## src/rtl/tag_mem_sequencer.sv

```systemverilog
`default_nettype none
// ============================================================================
//  Module      : tag_mem_sequencer
//  Description : Sequences a single-port tag word memory (EPC/USER banks)
//                between a serial TX readout and packet-parse word writes.
//                Handles prefetch, fetch/write arbitration, bank/pointer
//                address generation and readout range checking.
//  Revision    : 1.0  initial release
// ============================================================================
module tag_mem_sequencer #(
  parameter int         ADDR_W    = 10,
  parameter int         EPC_WORDS = 8,
  parameter logic [1:0] EPC_BANK  = 2'b01
) (
  input  logic              clk,
  input  logic              reset,
  input  logic              tx_start,
  input  logic [1:0]        src_sel,
  input  logic [1:0]        rw_bank,
  input  logic [7:0]        rw_ptr,
  input  logic [7:0]        rw_words,
  input  logic              membitclk,
  output logic              membitsrc,
  output logic              memdatadone,
  input  logic              wr_req,
  input  logic [15:0]       wr_data,
  output logic              wr_ack,
  output logic              wr_ovf,
  output logic              err_range,
  output logic              busy,
  output logic [ADDR_W-1:0] mem_addr,
  output logic [15:0]       mem_wdata,
  output logic              mem_we,
  output logic              mem_re,
  input  logic [15:0]       mem_rdata
);

  typedef enum logic [2:0] {
    S_IDLE  = 3'd0,
    S_FETCH = 3'd1,
    S_LOAD  = 3'd2,
    S_SHIFT = 3'd3,
    S_DONE  = 3'd4
  } state_t;

  // ---------------------------------------------------------------------------
  // State
  // ---------------------------------------------------------------------------
  state_t      state_q, state_d;
  logic [9:0]  base_q, base_d;          // {bank, ptr} of the first word
  logic [8:0]  len_q, len_d;            // words in the session (1..256)
  logic [8:0]  widx_q, widx_d;          // index of the next word to fetch
  logic [15:0] shift_q, shift_d;        // serial output word, MSB first
  logic [3:0]  bcnt_q, bcnt_d;          // bits already shifted out of shift_q
  logic [15:0] pf_buf_q, pf_buf_d;      // prefetched next word
  logic        pf_valid_q, pf_valid_d;  // pf_buf_q holds a word
  logic        pf_fly_q, pf_fly_d;      // prefetch read issued last cycle
  logic        err_q, err_d;
  logic        pend_q, pend_d;          // one-deep write slot
  logic [9:0]  pend_addr_q, pend_addr_d;
  logic [15:0] pend_data_q, pend_data_d;
  logic        ovf_q, ovf_d;
  logic [2:0]  sync_q;                  // [1:0] synchronizer, [2] previous level

  // ---------------------------------------------------------------------------
  // Combinational helpers
  // ---------------------------------------------------------------------------
  logic        bit_adv;
  logic        fetch_go;
  logic        write_go;
  logic        words_left;
  logic [9:0]  fetch_addr;
  logic [9:0]  req_base;
  logic [8:0]  req_len;
  logic [9:0]  req_end;
  logic        req_err;
  logic        req_mem;

  // Rising edge of the synchronized bit clock marks one consumed bit.
  assign bit_adv    = sync_q[1] & ~sync_q[2];
  assign words_left = (widx_q < len_q);
  assign fetch_addr = base_q + {1'b0, widx_q};

  // Bit clock synchronizer and edge-detect history.
  always_ff @(posedge clk or negedge reset) begin
    if (!reset) begin
      sync_q <= 3'b000;
    end else begin
      sync_q <= {sync_q[1:0], membitclk};
    end
  end

  // Decode the session requested by tx_start and check its range.
  always_comb begin
    req_base = 10'd0;
    req_len  = 9'd0;
    req_mem  = 1'b0;
    if (src_sel == 2'd1) begin
      req_base = {EPC_BANK, 8'd0};
      req_len  = 9'(EPC_WORDS);
      req_mem  = 1'b1;
    end else if (src_sel == 2'd2) begin
      req_base = {rw_bank, rw_ptr};
      // Zero words means "through the end of the bank".
      req_len  = (rw_words == 8'd0) ? (9'd256 - {1'b0, rw_ptr}) : {1'b0, rw_words};
      req_mem  = 1'b1;
    end
    req_end = {2'b00, req_base[7:0]} + {1'b0, req_len};
    req_err = (req_end > 10'd256);
  end

  // Readout FSM: next state, fetch/prefetch issue and shift datapath.
  always_comb begin
    state_d    = state_q;
    base_d     = base_q;
    len_d      = len_q;
    widx_d     = widx_q;
    shift_d    = shift_q;
    bcnt_d     = bcnt_q;
    pf_buf_d   = pf_buf_q;
    pf_valid_d = pf_valid_q;
    pf_fly_d   = pf_fly_q;
    err_d      = err_q;
    fetch_go   = 1'b0;

    // A prefetch read returns one cycle after it was issued.
    if (pf_fly_q) begin
      pf_buf_d   = mem_rdata;
      pf_valid_d = 1'b1;
      pf_fly_d   = 1'b0;
    end

    case (state_q)
      S_IDLE: begin
        state_d = S_IDLE;
      end
      S_FETCH: begin
        fetch_go = 1'b1;
        widx_d   = widx_q + 9'd1;
        state_d  = S_LOAD;
      end
      S_LOAD: begin
        shift_d = mem_rdata;
        bcnt_d  = 4'd0;
        state_d = S_SHIFT;
      end
      S_SHIFT: begin
        // Keep the next word staged as early as possible.
        if (!pf_valid_q && !pf_fly_q && words_left) begin
          fetch_go = 1'b1;
          pf_fly_d = 1'b1;
          widx_d   = widx_q + 9'd1;
        end
        if (bit_adv) begin
          if (bcnt_q != 4'd15) begin
            shift_d = {shift_q[14:0], 1'b0};
            bcnt_d  = bcnt_q + 4'd1;
          end else if (pf_valid_q) begin
            shift_d    = pf_buf_q;
            bcnt_d     = 4'd0;
            pf_valid_d = 1'b0;
          end else if (!(pf_fly_q || words_left)) begin
            state_d = S_DONE;
          end
          // Otherwise the next word is not staged yet: hold the current bit.
        end
      end
      S_DONE: begin
        if (src_sel != 2'd1 && src_sel != 2'd2) begin
          state_d = S_IDLE;
        end
      end
      default: begin
        state_d = S_IDLE;
      end
    endcase

    // A new tx_start aborts whatever is in progress.
    if (tx_start) begin
      base_d     = req_base;
      len_d      = req_len;
      widx_d     = 9'd0;
      bcnt_d     = 4'd0;
      pf_valid_d = 1'b0;
      pf_fly_d   = 1'b0;
      err_d      = 1'b0;
      if (!req_mem) begin
        state_d = S_IDLE;
      end else if (req_err) begin
        err_d   = 1'b1;
        state_d = S_DONE;
      end else begin
        state_d = S_FETCH;
      end
    end
  end

  // Write slot: a fetch always wins the port, the write takes the next free cycle.
  always_comb begin
    pend_d      = pend_q;
    pend_addr_d = pend_addr_q;
    pend_data_d = pend_data_q;
    ovf_d       = ovf_q;
    write_go    = pend_q && !fetch_go;
    if (write_go) begin
      pend_d = 1'b0;
    end
    if (wr_req) begin
      if (pend_q && !write_go) begin
        ovf_d = 1'b1;
      end else begin
        pend_d      = 1'b1;
        pend_addr_d = {rw_bank, rw_ptr};
        pend_data_d = wr_data;
      end
    end
  end

  // State and datapath registers.
  always_ff @(posedge clk or negedge reset) begin
    if (!reset) begin
      state_q     <= S_IDLE;
      base_q      <= 10'd0;
      len_q       <= 9'd0;
      widx_q      <= 9'd0;
      shift_q     <= 16'd0;
      bcnt_q      <= 4'd0;
      pf_buf_q    <= 16'd0;
      pf_valid_q  <= 1'b0;
      pf_fly_q    <= 1'b0;
      err_q       <= 1'b0;
      pend_q      <= 1'b0;
      pend_addr_q <= 10'd0;
      pend_data_q <= 16'd0;
      ovf_q       <= 1'b0;
    end else begin
      state_q     <= state_d;
      base_q      <= base_d;
      len_q       <= len_d;
      widx_q      <= widx_d;
      shift_q     <= shift_d;
      bcnt_q      <= bcnt_d;
      pf_buf_q    <= pf_buf_d;
      pf_valid_q  <= pf_valid_d;
      pf_fly_q    <= pf_fly_d;
      err_q       <= err_d;
      pend_q      <= pend_d;
      pend_addr_q <= pend_addr_d;
      pend_data_q <= pend_data_d;
      ovf_q       <= ovf_d;
    end
  end

  // Output decode; everything idles at zero when nothing is active.
  always_comb begin
    membitsrc   = (state_q == S_SHIFT) ? shift_q[15] : 1'b0;
    memdatadone = (state_q == S_DONE);
    mem_re      = fetch_go;
    mem_we      = write_go;
    wr_ack      = write_go;
    wr_ovf      = ovf_q;
    err_range   = err_q;
    busy        = ((state_q != S_IDLE) && (state_q != S_DONE)) || pend_q;
    mem_wdata   = write_go ? pend_data_q : 16'd0;
    if (fetch_go) begin
      mem_addr = ADDR_W'(fetch_addr);
    end else if (write_go) begin
      mem_addr = ADDR_W'(pend_addr_q);
    end else begin
      mem_addr = '0;
    end
  end

endmodule
`default_nettype wire

```

## config.mk

```make
export PLATFORM = sky130hd
export DESIGN_NAME = tag_mem_sequencer
export DESIGN_NICKNAME = d
export VERILOG_FILES = /design/src/rtl/tag_mem_sequencer.sv
export SDC_FILE = /design/constraint.sdc
export NUM_CORES = 1
export LEC_CHECK = 0
export ABC_CLOCK_PERIOD_IN_PS = 3400
export CAP_MARGIN = 15
export CORE_UTILIZATION = 45
export CTS_BUF_LIST = sky130_fd_sc_hd__clkbuf_4
export DETAILED_ROUTE_END_ITERATION = 12
export GPL_TIMING_DRIVEN = 0
export MAX_ROUTING_LAYER = met4
export PLACE_DENSITY = 0.8
export SYNTH_ARGS = -nofsm -noshare
export SYNTH_HDL_FRONTEND = slang
export SYNTH_SLANG_ARGS = --single-unit
```

## constraint.sdc

```tcl
create_clock -name clk -period 3.4 [get_ports clk]
set_input_delay 0.34 -clock clk [delete_from_list [all_inputs] [get_ports clk]]
set_output_delay 0.34 -clock clk [all_outputs]
set_load 0.05 [all_outputs]
```

Word level (Yosys, flattened, before mapping)
Index checks and enable logic that the tools add are counted.
{ "totals": {"ff_bits": 101, "inputBits": 57, "output_inout_bits": 34} }
{ "classes": {"n_addsub": 5, "n_lt_le_gt_ge": 2, "eq_ne": 19, "mux": 47, "n_bitwise": 3, "n_reduce_logical": 23} }
{ "op_table": {"columns": ["cell", "n"], "rows": [
  ["two-way mux 16 bit", 4],
  ["two-way mux 9 bit", 5],
  ["two-way mux 10 bit", 4],
  ["one-hot mux 16 bit (2 select lines)", 1],
  ["two-way mux 3 bit", 8],
  ["!= test 3 bit (second input constant)", 7],
  ["one-hot mux 9 bit (2 select lines)", 1],
  ["two-way mux 1 bit", 17],
  ["two-way mux 4 bit", 4],
  ["one-hot mux 3 bit (4 select lines)", 1],
  ["adder 10 x 9 -> 10 bit", 1],
  ["adder 8 x 9 -> 10 bit", 1],
  ["> comparator 10 x 9 -> 1 bit (second input constant)", 1],
  ["adder 9 x 1 -> 9 bit (second input constant)", 1],
  ["less-than comparator 9 bit", 1],
  ["nonzero test 3 bit", 3],
  ["subtractor 9 x 8 -> 9 bit (first input constant)", 1],
  ["zero test 8 bit", 1],
  ["!= test 4 bit (second input constant)", 2],
  ["one-hot mux 4 bit (2 select lines)", 1],
  ["== test 3 x 2 -> 1 bit (second input constant)", 2],
  ["logical AND 1 bit", 6],
  ["AND reduction 2 bit", 3],
  ["AND reduction 3 bit", 2],
  ["15 further kinds", 21]
]} }

Depth between registers and ports, before layout
{ "depth": {"ltp_word": 11, "depth_mapped": 14, "depth_no_buf": 14} }

Worst setup path after synthesis
Ideal clock, no wire load.
{ "synth_path": {"path_kind": "reg-to-output", "startpoint": "register widx_q[6]", "endpoint": "output mem_addr[2]", "arrival_time_ns": 2.958, "t_required_ns": 3.060, "slack_ns": 0.102, "path_stages_with_launch": 9, "n_path_buf": 2, "path_cell_list": "dfrtp_1 ha_1 a211o_1 a221o_1 a21oi_2 a31oi_1 buf_6 clkbuf_1 o21ai_0"} }
{ "synth_between": {"elab_chain_len": 8} }
{ "synth_rtl": {"columns": ["item", "line", "rtl"], "rows": [
  ["start: declaration", "52", "logic [8:0] widx_q, widx_d;"],
  ["start signal: assignment", "240", "widx_q <= widx_d;"],
  ["less-than comparator 9 bit *", "81", "assign words_left = (widx_q < len_q);"],
  ["logical AND 1 bit *", "149", "if (!pf_valid_q && !pf_fly_q && words_left) begin"],
  ["two-way mux 1 bit *", "149", null],
  ["one-hot mux 1 bit (2 select lines) *", "133", "case (state_q)"],
  ["zero test 1 bit", "204", "write_go = pend_q && !fetch_go;"],
  ["logical AND 1 bit", "204", null],
  ["two-way mux 10 bit", "267", "end else if (write_go) begin"],
  ["two-way mux 10 bit *", "265", "if (fetch_go) begin"],
  ["end: declaration", "31", "output logic [ADDR_W-1:0] mem_addr,"]
]} }
Every way passes the cells marked *; elsewhere a longest branch is shown, timed or not.

Worst setup path after layout
{ "layout_path": {"startpoint": "register widx_q[8]", "endpoint": "output mem_addr[1]"} }
The elaborated chain is that of the path after synthesis.

==> impl_results.md <==
- Result of the run: finished clean
- Placed cell area: 6980 sq um
- Overall global routing resource usage: 23.0%
- Detailed Route Iter0 Violations: 185
- Yosys cell types: 55
- Area added between synthesis and finish: 21.7%
- Final weighted congestion of routability-driven global placement: 0.894
- Static power due to leakage: 3.39 nW
- Root buffer cell: clkbuf_4
- Final Hold Violating Endpoints: 0
- CP Data Required Time: 3.06 ns
- Share of synthesized area occupied by flip-flops and latches: 43.2%
- Clock net sink count: 101
- Maximum clock frequency: 0.303 GHz
- Clock period minus final worst setup slack: 3.30 ns
- Max-cap violations: 0
- Top Ports: 91
- Cell accounting for the most synthesized area: dfrtp_1
- Routed vias/inst: 5.49
- Number of enable flip-flop cells after synthesis: 0
- Count of final setup violators: 0
- Design Area, Final: 7120 sq um
- Nets in the synthesized netlist: 672
- Clock tree skew after final layout: 0.0125 ns
- Post-detailed-route DRC marker count: 0
- Kind of critical path: reg2out
- Number of filler cells placed in the layout: 1135
- Top delay family on crit path: compound AO/OA/AOI/OAI gates
- Floorplan core area: 12700 sq um
- Crit-path slowest cell: dfrtp_1
- Half-perimeter wire length after placement: 10.7 mm
- Mapped cell area: 5850 sq um
- H-tree lvl count: 3
- Mean Syn Cell Area: 10.0 sq um
- Final critical-path share of the clock period: 97.0%
- Chain of cells forming the critical path: ha_1, and4_1, a221o_1, a21oi_4, a31oi_2, buf_6, buf_2, o21ai_0, buf_2
- Maximum vdd drop: 0.253 mV
- Initial core utilization: 46.2%
- Setup crit end kind: output port
- Number of antenna violations at the first check in global routing: 0
- Path type of the worst min-delay path: in2reg
- Net count reported at finish: 779
- Cell repeated most along the worst path: buf_2
- Number of antenna repair diodes: 0
- Predominant post-synthesis flop cell: dfrtp_1
- Proportion of layout cells with a drive suffix above 1: 18.1%
- Global-route wire length before repair: 23.1 mm
- Crit-path max cell delay: 0.45 ns
- Via count of the first global-routing pass: 4849
- Maximum number of pins on one net before global-route repair: 53
- # rows: 41
- Final-report max-slew violation count: 0
- Top post-synthesis cells by count: dfrtp_1 (101), nor2_1 (49), a21oi_1 (45), o21ai_0 (45), nand2_1 (40)
- Routed wire per std cell: 16.5 microns
- Nature of the critical path startpoint: flip-flop
- Initial DRT Pass Iterations: 5
- Setup repair after global routing missed its margin: yes
- Number of buffers created by CTS: 9
- Async SR Flop Fraction: 100%
- Later-pin clock latency in the skew report: 0.48 ns
- Total vias in the final route: 4757
- WHS: 0.279 ns
- Final-layout setup total negative slack: 0 ns
- Critical Path Fanout Max: 10
- Slew @ Worst Pin: 0.665 ns
- TritonCTS clock tree: built
- Area share of the leading cell type in the synthesized netlist: 43.2%
- Yosys reg bits: 101
- CP Data Arrival Time: 2.96 ns
- Synthesis warning total: 0
- Worst path bufs/invs: 3
- Synthesized instance count: 583
- DIE HEIGHT: 116 microns
- Chip Width: 116 microns
- Most area-consuming cells after synthesis: dfrtp_1 (43%), mux2_2 (6.7%), ha_1 (6.4%)
- Area of the die: 13500 sq um
- Clock-pin slew on the worst setup and hold paths: 0.17 ns
- Total detailed-routing wirelength: 14.3 mm
- Port Buf Inserts: 89
- Clock buffer depth: 2
- Post-DRT Antenna Nets: 0
- Most repeated cell in the gate-level netlist after synthesis: dfrtp_1
- Power density over the cells: 453 nW/um^2
- Total global routing overflow: 0
- Relative max-transition margin: 55.7%
==> worst register-to-register path, delay by kind of cell, from the launching register on <==
| family | cells | cell delay (ns) |
|---|---|---|
| flip-flops | 1 | 0.45 |
| AO/OA/AOI/OAI | 4 | 1.02 |
| buffers and inverters | 3 | 0.53 |
| adder cells (fa/ha/maj) | 1 | 0.31 |
| multiplexers | 1 | 0.31 |
| AND/OR/NAND/NOR | 1 | 0.23 |
==> path summary, 6_finish.rpt <==
check	start	cells after the start	to	slack [ns]
min	membitclk	1	sync_q[0]$_DFF_PN0_	0.28
max reg2reg	widx_q[8]$_DFFE_PN0P_	10	pend_data_q[14]$_DFFE_PN0P_	0.45
min in group asynchronous	reset	2	shift_q[8]$_DFFE_PN0P_	0.40
max in group asynchronous	reset	3	widx_q[6]$_DFFE_PN0P_	2.29
min reg2reg	sync_q[0]$_DFF_PN0_	0	sync_q[1]$_DFF_PN0_	0.37
max	widx_q[8]$_DFFE_PN0P_	9	mem_addr[1]	0.10
==> cells in the final DEF (no fill, tap or decap), drive strengths merged, types with 3 or more instances in the layout <==
cell           count
a211o              4
a21o               7
a21oi             46
and2               9
and3              20
buf               40
clkbuf            28
clkdlybuf4s15      6
clkdlybuf4s50     59
dfrtp            101
ha                30
inv               32
mux2              55
mux2i             17
nand2             40
nand2b             4
nand3             22
nor2              49
nor2b              3
nor3               7
nor3b              3
nor4               4
o211ai             3
o21ai             46
o31ai              3
or3                5
or4                7
xnor2              8
xor2              10
==> through the flow <==
stage | std cells | setup slack (ns) | total power, mW | utilization [%]
2_1_floorplan | 583 | 0.102 | 2.27 | -
3_3_place_gp | 844 | -1.70 | 2.59 | 54.9
3_5_place_dp | 845 | -0.469 | 2.64 | 55.1
4_1_cts | 865 | 0.00663 | 3.22 | 55.7
5_1_grt | 867 | -0.0167 | 3.39 | 56.2
6_report | 867 | 0.102 | 3.22 | 56.2
==> registers in the layout (all words and copies together), names as in the netlist, 3 cells and up <==
register	count
bcnt_q	4
pend_addr_q	10
sync_q	3
shift_q	16
len_q	9
widx_q	9
pf_buf_q	16
base_q	10
pend_data_q	16
state_q	3
==> logic make-up after synthesis <==
family / count (synthesis) / synth area share [%]
DFF: 101 / 43.2
AOI/OAI and AO/OA: 128 / 13.1
muxes: 72 / 14.8
adders and majority gates: 32 / 7.10
xor gates and xnor gates: 18 / 2.70
and+or+nand+nor: 177 / 14.8
buffers and inverters: 55 / 4.30
==> layer usage <==
| layer | track usage [%] | share of wire, % |
|---|---|---|
| met1 | 27.0 | 42 |
| met3 | 4.03 | 4.2 |
| met5 | - | 0 |
| met4 | 5.90 | 1.2 |
| met2 | 40.7 | 52 |
==> power by group <==
part | internal (mW) | switching [mW] | total (mW)
logic | 0.453 | 0.590 | 1.04
registers | 1.43 | 0.133 | 1.56
clock network | 0.171 | 0.446 | 0.617
total | 2.05 | 1.17 | 3.22
==> what timing repair did <==
action                     4_1_cts  5_1_grt
hold buffers                     1        0
hold endpoints to repair        49        0
setup endpoints to repair       29       32
setup buffers                    3        2
gates cloned                     0        0
gates resized for setup        148       30
==> final cells by class <==
cell class                 instances  area [sq um]  area share (%)
tap                              172           215            3.02
clock buffer                       9          67.6           0.949
multi-input combinational        427          3100            43.5
sequential                       101          2530            35.5
inverter                          26           100            1.41
clock inverter                     7          62.6           0.879
timing repair buffer              96           888            12.5
buffer                            29           159            2.23
Note: power is estimated with default switching activity, not from simulation.
